<file path="config.mk">
export PLATFORM = sky130hd
export DESIGN_NAME = scoreboard_scan_ctrl_flat
export DESIGN_NICKNAME = d
export VERILOG_FILES = /design/src/rtl/scoreboard_scan_ctrl_if.sv /design/src/rtl/scoreboard_scan_ctrl.sv /design/src/flat_wrapper.sv
export SDC_FILE = /design/constraint.sdc
export NUM_CORES = 1
export LEC_CHECK = 0
export ABC_AREA = 1
export BUFFER_PORTS_ARGS = -buffer_cell sky130_fd_sc_hd__buf_2
export CAP_MARGIN = 20
export CELL_PAD_IN_SITES_DETAIL_PLACEMENT = 1
export CELL_PAD_IN_SITES_GLOBAL_PLACEMENT = 1
export CORE_MARGIN = 2
export CORE_UTILIZATION = 47
export DETAILED_ROUTE_END_ITERATION = 8
export PLACE_DENSITY = 0.92
export REMOVE_ABC_BUFFERS = 1
export SLEW_MARGIN = 20
export SYNTH_ARGS = -nofsm -noshare
export SYNTH_HDL_FRONTEND = slang
export SYNTH_SLANG_ARGS = --single-unit
</file>
<file path="constraint.sdc">
create_clock -name clk -period 5.5 [get_ports clk]
set_clock_uncertainty 0.2 [all_clocks]
set_input_delay 0.55 -clock clk [delete_from_list [all_inputs] [get_ports clk]]
set_output_delay 0.55 -clock clk [all_outputs]
set_load 0.01 [all_outputs]
</file>
<file path="src/rtl/scoreboard_scan_ctrl_if.sv">
// Score/display bundle between the score logic, the scan controller and the board pins.
// master = score source / board side, slave = scan controller.
interface scoreboard_scan_ctrl_if;
   logic        en;
   logic [15:0] score_in;
   logic        score_valid;
   logic        score_ready;
   logic        lz_blank;
   logic [3:0]  an;
   logic [6:0]  seg;
   logic        frame_done;

   modport master (
      output en, score_in, score_valid, lz_blank,
      input  score_ready, an, seg, frame_done
   );

   modport slave (
      input  en, score_in, score_valid, lz_blank,
      output score_ready, an, seg, frame_done
   );
endinterface

</file>
<file path="src/rtl/scoreboard_scan_ctrl.sv">
// Time-multiplexed scan of a 4-digit active-low 7-segment display with
// inter-digit blanking and frame-boundary score capture.
module scoreboard_scan_ctrl #(
   parameter int unsigned PRESCALE    = 50000,
   parameter int unsigned BLANK_TICKS = 1,
   parameter int unsigned SHOW_TICKS  = 3
) (
   input  logic                  clk,
   input  logic                  rst,
   scoreboard_scan_ctrl_if.slave bus
);

   localparam int unsigned PW   = $clog2(PRESCALE);
   localparam int unsigned TMAX = (BLANK_TICKS > SHOW_TICKS) ? BLANK_TICKS : SHOW_TICKS;
   localparam int unsigned TW   = (TMAX > 1) ? $clog2(TMAX) : 1;
   localparam logic [PW-1:0] P_LAST = PW'(PRESCALE - 1);
   localparam logic [TW-1:0] B_LAST = TW'(BLANK_TICKS - 1);
   localparam logic [TW-1:0] S_LAST = TW'(SHOW_TICKS - 1);

   typedef enum logic [1:0] {IDLE, LOAD, BLANK, SHOW} state_t;

   state_t      state, state_n;
   logic [1:0]  idx, idx_n;
   logic [PW-1:0] presc, presc_n;
   logic [TW-1:0] tcnt, tcnt_n;
   logic [15:0] shadow, shadow_n;
   logic [3:0]  an_q, an_n;
   logic [6:0]  seg_q, seg_n;
   logic        ready_q, ready_n;
   logic        fdone_q, fdone_n;
   logic        tick;
   logic [3:0]  zero_from;
   logic        blank_digit;

   function automatic logic [6:0] decode(input logic [3:0] d);
      case (d)
         4'd0:    decode = 7'b1000000;
         4'd1:    decode = 7'b1111001;
         4'd2:    decode = 7'b0100100;
         4'd3:    decode = 7'b0110000;
         4'd4:    decode = 7'b0011001;
         4'd5:    decode = 7'b0010010;
         4'd6:    decode = 7'b0000010;
         4'd7:    decode = 7'b1111000;
         4'd8:    decode = 7'b0000000;
         4'd9:    decode = 7'b0010000;
         default: decode = 7'b0111111;
      endcase
   endfunction

   // zero_from[i]: digit i and every higher digit are zero; digit0 is never blanked
   always_comb begin
      zero_from    = '0;
      zero_from[3] = (shadow[15:12] == 4'd0);
      zero_from[2] = zero_from[3] && (shadow[11:8] == 4'd0);
      zero_from[1] = zero_from[2] && (shadow[7:4] == 4'd0);
   end

   always_comb begin
      state_n  = state;
      idx_n    = idx;
      presc_n  = '0;
      tcnt_n   = tcnt;
      shadow_n = shadow;
      fdone_n  = 1'b0;
      tick     = (presc == P_LAST);

      case (state)
         IDLE: if (bus.en) state_n = LOAD;
         LOAD: begin
            if (bus.score_valid) shadow_n = bus.score_in;
            state_n = BLANK;
         end
         BLANK: if (tick) begin
            if (tcnt == B_LAST) state_n = SHOW;
            else                tcnt_n  = tcnt + TW'(1);
         end
         SHOW: if (tick) begin
            if (tcnt == S_LAST) begin
               if (idx == 2'd3) begin
                  idx_n   = '0;
                  state_n = LOAD;
                  fdone_n = 1'b1;
               end else begin
                  idx_n   = idx + 2'd1;
                  state_n = BLANK;
               end
            end else begin
               tcnt_n = tcnt + TW'(1);
            end
         end
         default: state_n = IDLE;
      endcase

      // A capture already granted in LOAD is still honoured when en drops there.
      if (state != IDLE && !bus.en) begin
         state_n = IDLE;
         idx_n   = '0;
         fdone_n = 1'b0;
      end

      if (state_n != state) tcnt_n = '0;
      if ((state == BLANK || state == SHOW) && (state_n == BLANK || state_n == SHOW))
         presc_n = tick ? '0 : presc + PW'(1);

      blank_digit = bus.lz_blank && zero_from[idx_n];
      an_n        = '1;
      seg_n       = '1;
      ready_n     = (state_n == LOAD);
      if (state_n == SHOW && !blank_digit) begin
         an_n[idx_n] = 1'b0;
         seg_n       = decode(shadow[{idx_n, 2'b00} +: 4]);
      end
   end

   always_ff @(posedge clk or negedge rst) begin
      if (!rst) begin
         state   <= IDLE;
         idx     <= '0;
         presc   <= '0;
         tcnt    <= '0;
         shadow  <= '0;
         an_q    <= '1;
         seg_q   <= '1;
         ready_q <= 1'b0;
         fdone_q <= 1'b0;
      end else begin
         state   <= state_n;
         idx     <= idx_n;
         presc   <= presc_n;
         tcnt    <= tcnt_n;
         shadow  <= shadow_n;
         an_q    <= an_n;
         seg_q   <= seg_n;
         ready_q <= ready_n;
         fdone_q <= fdone_n;
      end
   end

   assign bus.an          = an_q;
   assign bus.seg         = seg_q;
   assign bus.score_ready = ready_q;
   assign bus.frame_done  = fdone_q;

endmodule

</file>
<file path="src/flat_wrapper.sv">
// flat-port wrapper written by rule: the top's interface ports become plain ports
module scoreboard_scan_ctrl_flat 
#(
   parameter int unsigned PRESCALE    = 50000,
   parameter int unsigned BLANK_TICKS = 1,
   parameter int unsigned SHOW_TICKS  = 3
)
  (clk, rst, bus_en, bus_score_in, bus_score_valid, bus_lz_blank, bus_score_ready, bus_an, bus_seg, bus_frame_done);
  scoreboard_scan_ctrl_if bus_i ();
  input  logic clk;
  input  logic rst;
  input wire logic [$bits(bus_i.en)-1:0] bus_en;
  input wire logic [$bits(bus_i.score_in)-1:0] bus_score_in;
  input wire logic [$bits(bus_i.score_valid)-1:0] bus_score_valid;
  input wire logic [$bits(bus_i.lz_blank)-1:0] bus_lz_blank;
  output wire logic [$bits(bus_i.score_ready)-1:0] bus_score_ready;
  output wire logic [$bits(bus_i.an)-1:0] bus_an;
  output wire logic [$bits(bus_i.seg)-1:0] bus_seg;
  output wire logic [$bits(bus_i.frame_done)-1:0] bus_frame_done;
  assign bus_i.en = bus_en;
  assign bus_i.score_in = bus_score_in;
  assign bus_i.score_valid = bus_score_valid;
  assign bus_i.lz_blank = bus_lz_blank;
  assign bus_score_ready = bus_i.score_ready;
  assign bus_an = bus_i.an;
  assign bus_seg = bus_i.seg;
  assign bus_frame_done = bus_i.frame_done;
  scoreboard_scan_ctrl #(.PRESCALE(PRESCALE), .BLANK_TICKS(BLANK_TICKS), .SHOW_TICKS(SHOW_TICKS)) u_core (.clk(clk), .rst(rst), .bus(bus_i));
endmodule
</file>
==> results.tsv <==
metric	value	unit
drt-total-wl	6187	um
grtUsageTotal	0.2151	
grt_overflow_total	0	
tightest_slew	0.7623	ns
fin_tns_setup	0	ns
synth_cell_types	36	
period_share	0.5266	
synth_cells	301	
place_congestion	0.8709	
holdWs	0.1298	ns
syn_area	2694	um2
maxCapViolCount	0	
grt_max_degree	52	
status	finished clean	
drv_slew	0	
crit_arrival	2.88	ns
grt_pass1_vias	2275	
sw_frac_of_total	0.3067	
cts_sinks	51	
seq_area_frac_synth	0.4789	
p_leak	1.407	nW
drt-pass1-iter-count	4	
n_antenna_cell	0	
fp-row-count	27	
dieArea	6353	um2
critPathLaunchType	flip-flop	
path_common_cell	nor2_1	
h-tree-depth	2	
grtUsageMet2	0.3773	
hold_viol	0	
internal_power	0.6494	mW
cp_cell_sequence	ha_1 > nand3_2 > inv_1 > nand2_1 > nor2_4 > nand4_4 > nand3_4 > nor2_1 > nor2_1 > nor2_1 > nor2_1 > nand3_1	
die_w	79.71	um
cp-startpoint	u_core.presc[0]	
route.detailed.wl_per_inst	15.05	um
numCtsBuffers	5	
setup_violations	0	
cts_tree	built	
areaGrowthSynthToFinish	12.59	%
place.detailed.hpwl	4557	um
drc	0	
vias	2163	
cts_setup_buffers	0	
cts-root-buf	clkbuf_8	
met1_usage	0.2662	
top_usage_layer	met2	
slew_headroom	0.4904	
use_met3	0.03620	
cts-resized-gates	0	
rsz0062_at_grt	no	
clockBufferDepth	2	
endpoint_kind	flip-flop	
syn_area_per_cell	8.950	um2
rr_startpoint	u_core.presc[0]	
slowest_stage	nor2_1	
fmax	345.3	MHz
seqPwrFrac	0.491	
start_util	0.4892	
clkTransAtPathRegs	0.10	ns
fin_nets	368	
yosys_register_bits	51	
port_buffers	33	
drive_gt1_frac	0.2360	
die_y	79.71	um
via_per_inst	5.263	
ant_nets	0	
p_clk_frac	0.281	
p_per_area	308.8	nW/um2
clkLatencyLatePin	0.31	ns
timing_worst_setup_path_type	flip-flop to flip-flop	
p_switching	0.2873	mW
antenna_found_initial	0	
io_pins	34	
cp_max_fo	13	
grt_pass1_wl	10590	um
finalCriticalPeriod	2.896	ns
max_stage_delay	0.54	ns
ctsHoldBuffers	0	
drtIter0Drc	70	
ir_drop	0.0001587	V
yosysWarnings	0	
crit_required	5.48	ns
min-delay-path-class	primary input to asynchronous set/reset pin	
core-area	5507	um2
power_frac_comb	0.228	
[flip-flops by register name, indices dropped and copies added (netlist names)]
name	count
u_core.presc	16
u_core.bus.score_ready	1
u_core.state	2
u_core.bus.seg	7
u_core.bus.frame_done	1
u_core.idx	2
u_core.tcnt	2
u_core.bus.an	4
u_core.shadow	16
[path summary, 6_finish.rpt]
check	end	slack (ns)	cells past startpoint
worst max-delay path	u_core.bus.an[1]	2.60	12
worst min-delay path	u_core.presc[3]	0.13	2
worst max register to register	u_core.bus.an[1]	2.60	12
worst min register to register	u_core.presc[0]	0.26	1
max in group asynchronous	u_core.shadow[2]	4.53	2
min in group clk	u_core.presc[0]	0.26	1
[metal layers]
| metal | wire, um | up-vias | part of all wire |
|---|---|---|---|
| met1 | 2718 | 1060 | 0.44 |
| met3 | 164 | 12 | 0.027 |
| met4 | 142 | 0 | 0.023 |
| met5 | 0 | - | 0 |
| met2 | 3162 | 34 | 0.51 |
| li1 | - | 1057 | - |
[final cells by class]
| cell class | count | area [um2] |
|---|---|---|
| clock buffers | 7 | 76.32 |
| flip-flops and latches | 51 | 1290 |
| clock inverters | 1 | 30.03 |
| well taps | 72 | 90.09 |
| inverters | 37 | 138.9 |
| multi-input cells | 209 | 1235 |
| fillers | 674 | 2474 |
| repair buffers | 34 | 172.7 |
[through the flow]
step	util	std cells	total power [mW]	setup WS, ns	instance area (um2)
after detailed placement	0.5315	403	0.6806	2.635	2927
after global routing	0.5508	411	0.9945	2.318	3033
final	0.5508	411	0.9367	2.604	3033
after CTS	0.5508	411	0.9457	2.556	3033
after global placement	0.5315	403	0.6628	2.767	2927
after floorplan	-	297	0.6098	3.078	2664
[placed cells by master, fill, tap and decap left out, types with 2 or more instances in the layout]
cell type and count:
nand2_1 61, nand4_1 11, mux2_2 16, nor3_1 10
inv_1 35, nand2_4 2, o21ai_0 2, and3_1 3
nand3_2 2, ha_1 9, clkbuf_1 2, clkbuf_8 5
nand3b_1 3, buf_2 33, a21oi_1 6, nor3b_1 2
dfrtp_1 40, xnor2_1 2, xor2_1 3, nor2_1 34
a211oi_1 2, nand2_2 3, dfstp_2 11, nand3_1 27
[worst max-delay path: cells and delay by family, from the launching register on]
family | cells | cell delay, ns
simple gates | 10 | 1.88
flops | 1 | 0.38
fa+ha+maj | 1 | 0.21
buf+inv | 1 | 0.10
[synthesized netlist by cell type, drive strengths merged]
| library cell | n | area share |
|---|---|---|
| a211oi | 2 | 0.0056 |
| a21oi | 6 | 0.011 |
| a31oi | 1 | 0.0023 |
| and3 | 3 | 0.0070 |
| buf | 2 | 0.0084 |
| clkbuf | 2 | 0.0028 |
| clkinv | 1 | 0.0014 |
| dfrtp | 40 | 0.37 |
| dfstp | 11 | 0.11 |
| ha | 9 | 0.042 |
| inv | 36 | 0.050 |
| mux2 | 16 | 0.067 |
| nand2 | 66 | 0.10 |
| nand3 | 30 | 0.064 |
| nand3b | 3 | 0.0084 |
| nand4 | 12 | 0.033 |
| nor2 | 35 | 0.052 |
| nor3 | 10 | 0.019 |
| nor3b | 2 | 0.0056 |
| nor4 | 1 | 0.0023 |
| o211ai | 1 | 0.0028 |
| o21a | 1 | 0.0028 |
| o21ai | 3 | 0.0098 |
| o21bai | 1 | 0.0028 |
| or2 | 1 | 0.0023 |
| or4 | 1 | 0.0028 |
| xnor2 | 2 | 0.0065 |
| xor2 | 3 | 0.0098 |
[logic make-up after synthesis]
logic type      Yosys count  synth area share
mux                      16           0.06688
xor+xnor                  5           0.01626
simple gates            164            0.2963
flops                    51            0.4789
compound gates           15           0.03716
fa+ha+maj                 9           0.04180
buf+inv                  41           0.06270
[power by group through the flow]
stage,combinational [mW],sequential [mW],clock (mW)
2_1_floorplan,0.152,0.458,0
3_3_place_gp,0.197,0.466,0
3_5_place_dp,0.213,0.468,0
4_1_cts,0.215,0.461,0.270
5_1_grt,0.241,0.467,0.286
6_report,0.213,0.460,0.263
(Power assumes the default switching activity.)
